**config.mk**
```make
export PLATFORM = sky130hd
export DESIGN_NAME = sbox_apb_loader
export DESIGN_NICKNAME = d
export VERILOG_FILES = /design/src/rtl/sbox_apb_loader.sv
export SDC_FILE = /design/constraint.sdc
export NUM_CORES = 1
export LEC_CHECK = 0
export BUFFER_PORTS_ARGS = -buffer_cell sky130_fd_sc_hd__buf_2
export CAP_MARGIN = 10
export CORE_AREA = 2 2 114 61
export DETAILED_ROUTE_END_ITERATION = 10
export DIE_AREA = 0 0 116 63
export PLACE_DENSITY = 0.84
export SLEW_MARGIN = 20
export SYNTH_ARGS = -nofsm -noshare
export SYNTH_HDL_FRONTEND = slang
export SYNTH_SLANG_ARGS = --single-unit
```
**constraint.sdc**
```tcl
create_clock -name clk -period 2.4 [get_ports clk]
set_input_delay 0.12 -clock clk [delete_from_list [all_inputs] [get_ports clk]]
set_output_delay 0.12 -clock clk [all_outputs]
set_load 0.005 [all_outputs]
```
**src/rtl/sbox_apb_loader.sv**
```systemverilog
// APB initiator that streams the 64 S-box half-row words
// from a combinational table into the DES configuration slave.
module sbox_apb_loader #(
   parameter int TIMEOUT = 16
) (
   input  logic        clk,
   input  logic        rst,
   input  logic        start,
   input  logic        abort,
   output logic        busy,
   output logic        done,
   output logic        err,
   output logic [6:0]  err_count,
   output logic [5:0]  tbl_addr,
   input  logic [31:0] tbl_data,
   output logic        PSEL,
   output logic        PENABLE,
   output logic        PWRITE,
   output logic [11:0] PADDR,
   output logic [31:0] PWDATA,
   input  logic        PREADY,
   input  logic        PSLVERR
);

   localparam int WW = $clog2(TIMEOUT + 1);

   typedef enum logic [2:0] {
      S_IDLE,
      S_FETCH,
      S_SETUP,
      S_ACCESS,
      S_DONE
   } state_t;

   state_t        r_state;
   logic [5:0]    r_idx;
   logic [5:0]    r_tbl_addr;
   logic [WW-1:0] r_wait;
   logic          r_abort;
   logic          r_busy;
   logic          r_done;
   logic          r_err;
   logic [6:0]    r_cnt;
   logic          r_psel;
   logic          r_penable;
   logic          r_pwrite;
   logic [11:0]   r_paddr;
   logic [31:0]   r_pwdata;

   logic          w_abort;
   logic          w_last;
   logic          w_tmo;
   logic          w_end;
   logic          w_fail;
   logic [11:0]   w_map;
   logic [6:0]    w_cnt_inc;

   assign w_map = {1'b0, r_idx[5:3], 2'b00,
                   r_idx[2:1], 3'b000, r_idx[0]};
   assign w_abort   = r_abort | abort;
   assign w_last    = (r_idx == 6'd63);
   assign w_tmo     = (r_wait == WW'(TIMEOUT - 1));
   assign w_end     = PREADY | w_tmo;
   // a timeout counts as a failed write
   assign w_fail    = ~PREADY | PSLVERR;
   assign w_cnt_inc = (r_cnt == 7'd64) ? r_cnt
                                       : r_cnt + 7'd1;

   assign busy      = r_busy;
   assign done      = r_done;
   assign err       = r_err;
   assign err_count = r_cnt;
   assign tbl_addr  = r_tbl_addr;
   assign PSEL      = r_psel;
   assign PENABLE   = r_penable;
   assign PWRITE    = r_pwrite;
   assign PADDR     = r_paddr;
   assign PWDATA    = r_pwdata;

   // load sequencer with registered APB and status outputs
   always_ff @(posedge clk or negedge rst) begin
      if (!rst) begin
         r_state    <= S_IDLE;
         r_idx      <= '0;
         r_tbl_addr <= '0;
         r_wait     <= '0;
         r_abort    <= 1'b0;
         r_busy     <= 1'b0;
         r_done     <= 1'b0;
         r_err      <= 1'b0;
         r_cnt      <= '0;
         r_psel     <= 1'b0;
         r_penable  <= 1'b0;
         r_pwrite   <= 1'b0;
         r_paddr    <= '0;
         r_pwdata   <= '0;
      end else begin
         r_done <= 1'b0;
         unique case (r_state)
            S_IDLE: begin
               if (start) begin
                  r_state    <= S_FETCH;
                  r_idx      <= '0;
                  r_tbl_addr <= '0;
                  r_err      <= 1'b0;
                  r_cnt      <= '0;
                  r_abort    <= 1'b0;
                  r_busy     <= 1'b1;
               end
            end
            S_FETCH: begin
               r_abort <= w_abort;
               if (w_abort) begin
                  r_state <= S_DONE;
                  r_busy  <= 1'b0;
                  r_done  <= 1'b1;
                  r_err   <= 1'b1;
               end else begin
                  r_state   <= S_SETUP;
                  r_pwdata  <= tbl_data;
                  r_paddr   <= w_map;
                  r_pwrite  <= 1'b1;
                  r_psel    <= 1'b1;
                  r_penable <= 1'b0;
               end
            end
            S_SETUP: begin
               r_abort   <= w_abort;
               r_state   <= S_ACCESS;
               r_penable <= 1'b1;
               r_wait    <= '0;
            end
            S_ACCESS: begin
               r_abort <= w_abort;
               if (w_end) begin
                  r_psel    <= 1'b0;
                  r_penable <= 1'b0;
                  r_pwrite  <= 1'b0;
                  if (w_fail) begin
                     r_err <= 1'b1;
                     r_cnt <= w_cnt_inc;
                  end
                  if (w_last || w_abort) begin
                     r_state <= S_DONE;
                     r_busy  <= 1'b0;
                     r_done  <= 1'b1;
                     if (w_abort)
                        r_err <= 1'b1;
                  end else begin
                     r_state    <= S_FETCH;
                     r_idx      <= r_idx + 6'd1;
                     r_tbl_addr <= r_idx + 6'd1;
                  end
               end else begin
                  r_wait <= r_wait + WW'(1);
               end
            end
            S_DONE: begin
               r_state <= S_IDLE;
               r_abort <= 1'b0;
            end
            default: r_state <= S_IDLE;
         endcase
      end
   end

endmodule

```
==> impl_metrics.ini <==
[place]
detailed_place_hpwl_mm = 5.00
placedCellCount = 436
port_buffer_cells = 94
gp_routability_congestion = 0.820

[synthesis]
synthCells = 259
distinct_cell_type_count_after_synthesis = 44
combinational_family_with_the_most_area_after_synthesis = multiplexers
synth_area_in_compound_gates = 0.113
ys.warnings.count = 0
synth.cell_area_um2 = 3130
syn_avg_cell_area_um2 = 12.1
synth-xor-area-share = 0
post-synth-top-area-fraction = 0.519
seq_area_frac_synth = 0.519
synthAdderAreaFrac = 0.0200
ys_top_cells_by_area = sky130_fd_sc_hd__dfrtp_1 (52%), sky130_fd_sc_hd__mux2_1 (7.2%), sky130_fd_sc_hd__mux2_2 (7.2%)
netlist.top_cell.by_area = sky130_fd_sc_hd__dfrtp_1
simple_gate_fraction_of_synth_area = 0.113
flip_flop_and_latch_count_after_synthesis = 65
muxShareOfSynthArea = 0.182

[die]
rows = 21
design.portCount = 101
design.die.area_um2 = 7310
die-width_um = 116
floorplan.initialDensity = 0.493
core_area_um2 = 6360
die_h_um = 63

[clock_tree]
cts_root_buffer = sky130_fd_sc_hd__clkbuf_16
cts-htree-levels = 3
setup_fix_buffers_added_after_clock_tree_synthesis = 0
clkTransAtPathRegs_ns = 0.05
postCtsResizedCells = 0
cts-hold-fix-buffers = 1
clkLatencyLatePin_ns = 0.32
clkSinkCount = 65
cts_buffer_depth = 2
tritoncts = yes
cts_buffers = 9

[critical_path]
slowest_cell_delay_on_critical_path_ns = 0.41
critical-path-slowest-cell = sky130_fd_sc_hd__dfrtp_1
crit_path_max_fanout = 7
path_class = flop to flop
r2r_setup_slack_ns = 0.20
setup.worst_path.start_class = flop
timing.reg2reg.worst_path_depth = 8
path_common_cell = sky130_fd_sc_hd__ha_1
path_cells = ha_1, and3_1, ha_1, o211a_1, o21bai_2, buf_4, a211oi_2, mux2i_1
worst-endpoint-arrival_ns = 2.40
critical_path.reg2reg.startpoint = r_wait[0]$_DFFE_PN0P_
cp-end-kind = flop
required_ns = 2.60
r2r-end = err_count[2]$_DFFE_PN0P_

[min_path]
hold_end = PWDATA[12]$_DFFE_PN0P_
min_path_cells = 2
holdCritPathClass = primary input to flop
hold_start = tbl_data[12]

[sta]
finalCriticalPeriod_ns = 2.20
rsz0062_at_grt = false
tightestPinTransition_ns = 0.669
hold_violations = 0
final.period_utilization = 0.918
slew-limit-headroom = 0.554
final.setup.tns_ns = 0
final_setup_skew_ns = 0.00330
final_max_slew_viol_count = 0
fmax_ghz = 0.454
setup_viol = 0

[routing]
met3_wirelength_from_detailed_routing_um = 408
detail_route.first_pass.iterations = 5
num_vias = 2323
met2RoutedLength_mm = 3.36
wl_per_cell_um = 15.5
wirelength_met1_mm = 3.23
route.detailed.drc = 0
antenna_violation_net_count_after_detailed_routing = 0
first_iter_violations = 135
viasPerCell = 5.13
drt_wl_total_mm = 7.04
routed.top_layer = met4

[layout]
post-route-util = 0.639
antenna_cells = 0
final_net_count = 399
post_route_cells_drive_above_1_share = 0.435
multi_input_comb_area_um2 = 1360
fin_cells = 453
layout.area.seq_um2 = 1630
area_overhead_vs_synth_pct = 29.5
fillers = 515

[pwr]
comb_pwr_share = 0.288
intPower_uw = 3370
power.share.sequential = 0.372
power_density_nw_per_um2 = 1180
part_of_the_total_power_dissipated_in_the_clock_network = 0.341
power.net_switching_uw = 1410
max-vdd-ir-drop_v = 0.000550
power_switching_share = 0.294
power.static_leakage_uw = 0.00196

[global_route]
global_route_overflow = 0
antenna_found_initial = 0
gr-usage-all-layers = 0.210
grt_pass1_vias = 2242
grt_pass1_wl_mm = 11.7
grt_start_max_net_pins = 66

[flow_run]
drv.max_cap_violation_count = 0

[run_status]
status = finished, final reports clean
==> logic make-up (layout without fill, tap and decap cells) <==
| kind of cell | after synthesis | count (layout) |
|---|---|---|
| adders and majority gates | 5 | 5 |
| DFF | 65 | 65 |
| AOI/OAI and AO/OA | 40 | 40 |
| muxes | 52 | 52 |
| and+or+nand+nor | 67 | 67 |
| buffers and inverters | 29 | 126 |
| other | 1 | 6 |
==> area by class of cell <==
type | count | share of cell area
multi-input combinational | 170 | 0.336
timing repair buffer | 99 | 0.132
inverter | 11 | 0.0102
tap | 92 | 0.0284
clock buffer | 11 | 0.0622
clock inverter | 5 | 0.0308
sequential | 65 | 0.401
==> per-layer routing <==
layer | global-route usage | up-vias
li1 | - | 1095
met1 | 0.291 | 1145
met2 | 0.319 | 78
met3 | 0.0708 | 5
met4 | 0.0521 | 0
met5 | 0 | -
==> registers in the layout (all words and copies together) (netlist names) <==
signal / flops
r_abort: 1
busy: 1
err: 1
PENABLE: 1
PADDR: 6
done: 1
tbl_addr: 6
PWRITE: 1
PWDATA: 32
r_wait: 5
err_count: 7
r_state: 3
==> synth_stat cells (all sizes together) <==
master / number
a2111oi: 2
a211oi: 7
a21o: 1
a21oi: 4
a22o: 5
a22oi: 1
a32o: 1
and2: 1
and2b: 1
and3: 3
buf: 14
clkbuf: 4
conb: 1
dfrtp: 65
ha: 5
inv: 11
mux2: 40
mux2i: 12
nand2: 21
nand2b: 13
nand3: 7
nand4: 1
nor2: 7
nor2b: 2
nor3: 4
nor3b: 1
nor4: 1
o211a: 2
o21ai: 11
o21ba: 1
o21bai: 1
o22ai: 3
o31ai: 1
or2: 3
or3: 1
or4: 1
==> power by group through the flow <==
stage	registers, µW	logic (µW)	clock network, µW
after floorplan	1750	847	0
after global placement	1750	1320	0
after detailed placement	1790	1380	0
after CTS	1770	1390	1650
after global routing	1840	1530	1710
final	1780	1380	1630
==> worst max path at each step <==
stage / startpoint / end / depth (start not counted)
2_1_floorplan: r_wait[0]$_DFFE_PN0P_ / r_wait[1]$_DFFE_PN0P_ / 7
3_3_place_gp: r_wait[0]$_DFFE_PN0P_ / err_count[1]$_DFFE_PN0P_ / 8
3_5_place_dp: r_wait[0]$_DFFE_PN0P_ / err_count[2]$_DFFE_PN0P_ / 8
4_1_cts: r_wait[0]$_DFFE_PN0P_ / err_count[2]$_DFFE_PN0P_ / 8
5_1_grt: r_wait[0]$_DFFE_PN0P_ / err_count[2]$_DFFE_PN0P_ / 8
6_report: r_wait[0]$_DFFE_PN0P_ / err_count[2]$_DFFE_PN0P_ / 8
==> worst max-delay path: cells and delay by family (launching register included) <==
kind	cells	cell delay (ns)
adders and majority gates	2	0.42
DFF	1	0.41
AOI/OAI and AO/OA	3	0.68
muxes	1	0.14
buffers and inverters	1	0.27
and+or+nand+nor	1	0.15
==> through the flow <==
step | power (µW) | area [µm²] | setup slack [ns] | hold slack, ns
after global routing | 5080 | 4060 | 0.0648 | 0.00678
after floorplan | 2590 | 3150 | 0.506 | -0.176
after global placement | 3080 | 3670 | 0.337 | 0.160
after detailed placement | 3170 | 3670 | 0.251 | 0.167
after CTS | 4820 | 4060 | 0.210 | 0.00117
final | 4780 | 4060 | 0.196 | 0.00998
==> placed cells by master (no fill, tap or decap), types with 2 or more instances in the layout <==
master                      synthesis  layout
sky130_fd_sc_hd__a22o_1             5       5
sky130_fd_sc_hd__nor2b_1            2       2
sky130_fd_sc_hd__nand3_1            7       7
sky130_fd_sc_hd__o211a_1            2       2
sky130_fd_sc_hd__o22ai_1            3       3
sky130_fd_sc_hd__mux2_2            20      20
sky130_fd_sc_hd__o21ai_0            9       9
sky130_fd_sc_hd__nor2_2             2       2
sky130_fd_sc_hd__clkbuf_8           0       2
sky130_fd_sc_hd__nor2_1             5       5
sky130_fd_sc_hd__a211oi_2           7       7
sky130_fd_sc_hd__ha_1               5       5
sky130_fd_sc_hd__mux2_1            20      20
sky130_fd_sc_hd__conb_1             1       6
sky130_fd_sc_hd__nand2_1           21      21
sky130_fd_sc_hd__bufinv_16          0       4
sky130_fd_sc_hd__buf_4             12       2
sky130_fd_sc_hd__o21ai_2            2       2
sky130_fd_sc_hd__inv_1             11      11
sky130_fd_sc_hd__dfrtp_1           65      65
sky130_fd_sc_hd__a21oi_1            3       3
sky130_fd_sc_hd__or2_2              3       3
sky130_fd_sc_hd__buf_2              1      94
sky130_fd_sc_hd__and3_1             3       3
sky130_fd_sc_hd__clkbuf_16          0       9
sky130_fd_sc_hd__nand2b_1          13      13
sky130_fd_sc_hd__nor3_1             4       4
sky130_fd_sc_hd__mux2i_1           12      12
sky130_fd_sc_hd__buf_12             0       2
Note: power is estimated with default switching activity, not from simulation.
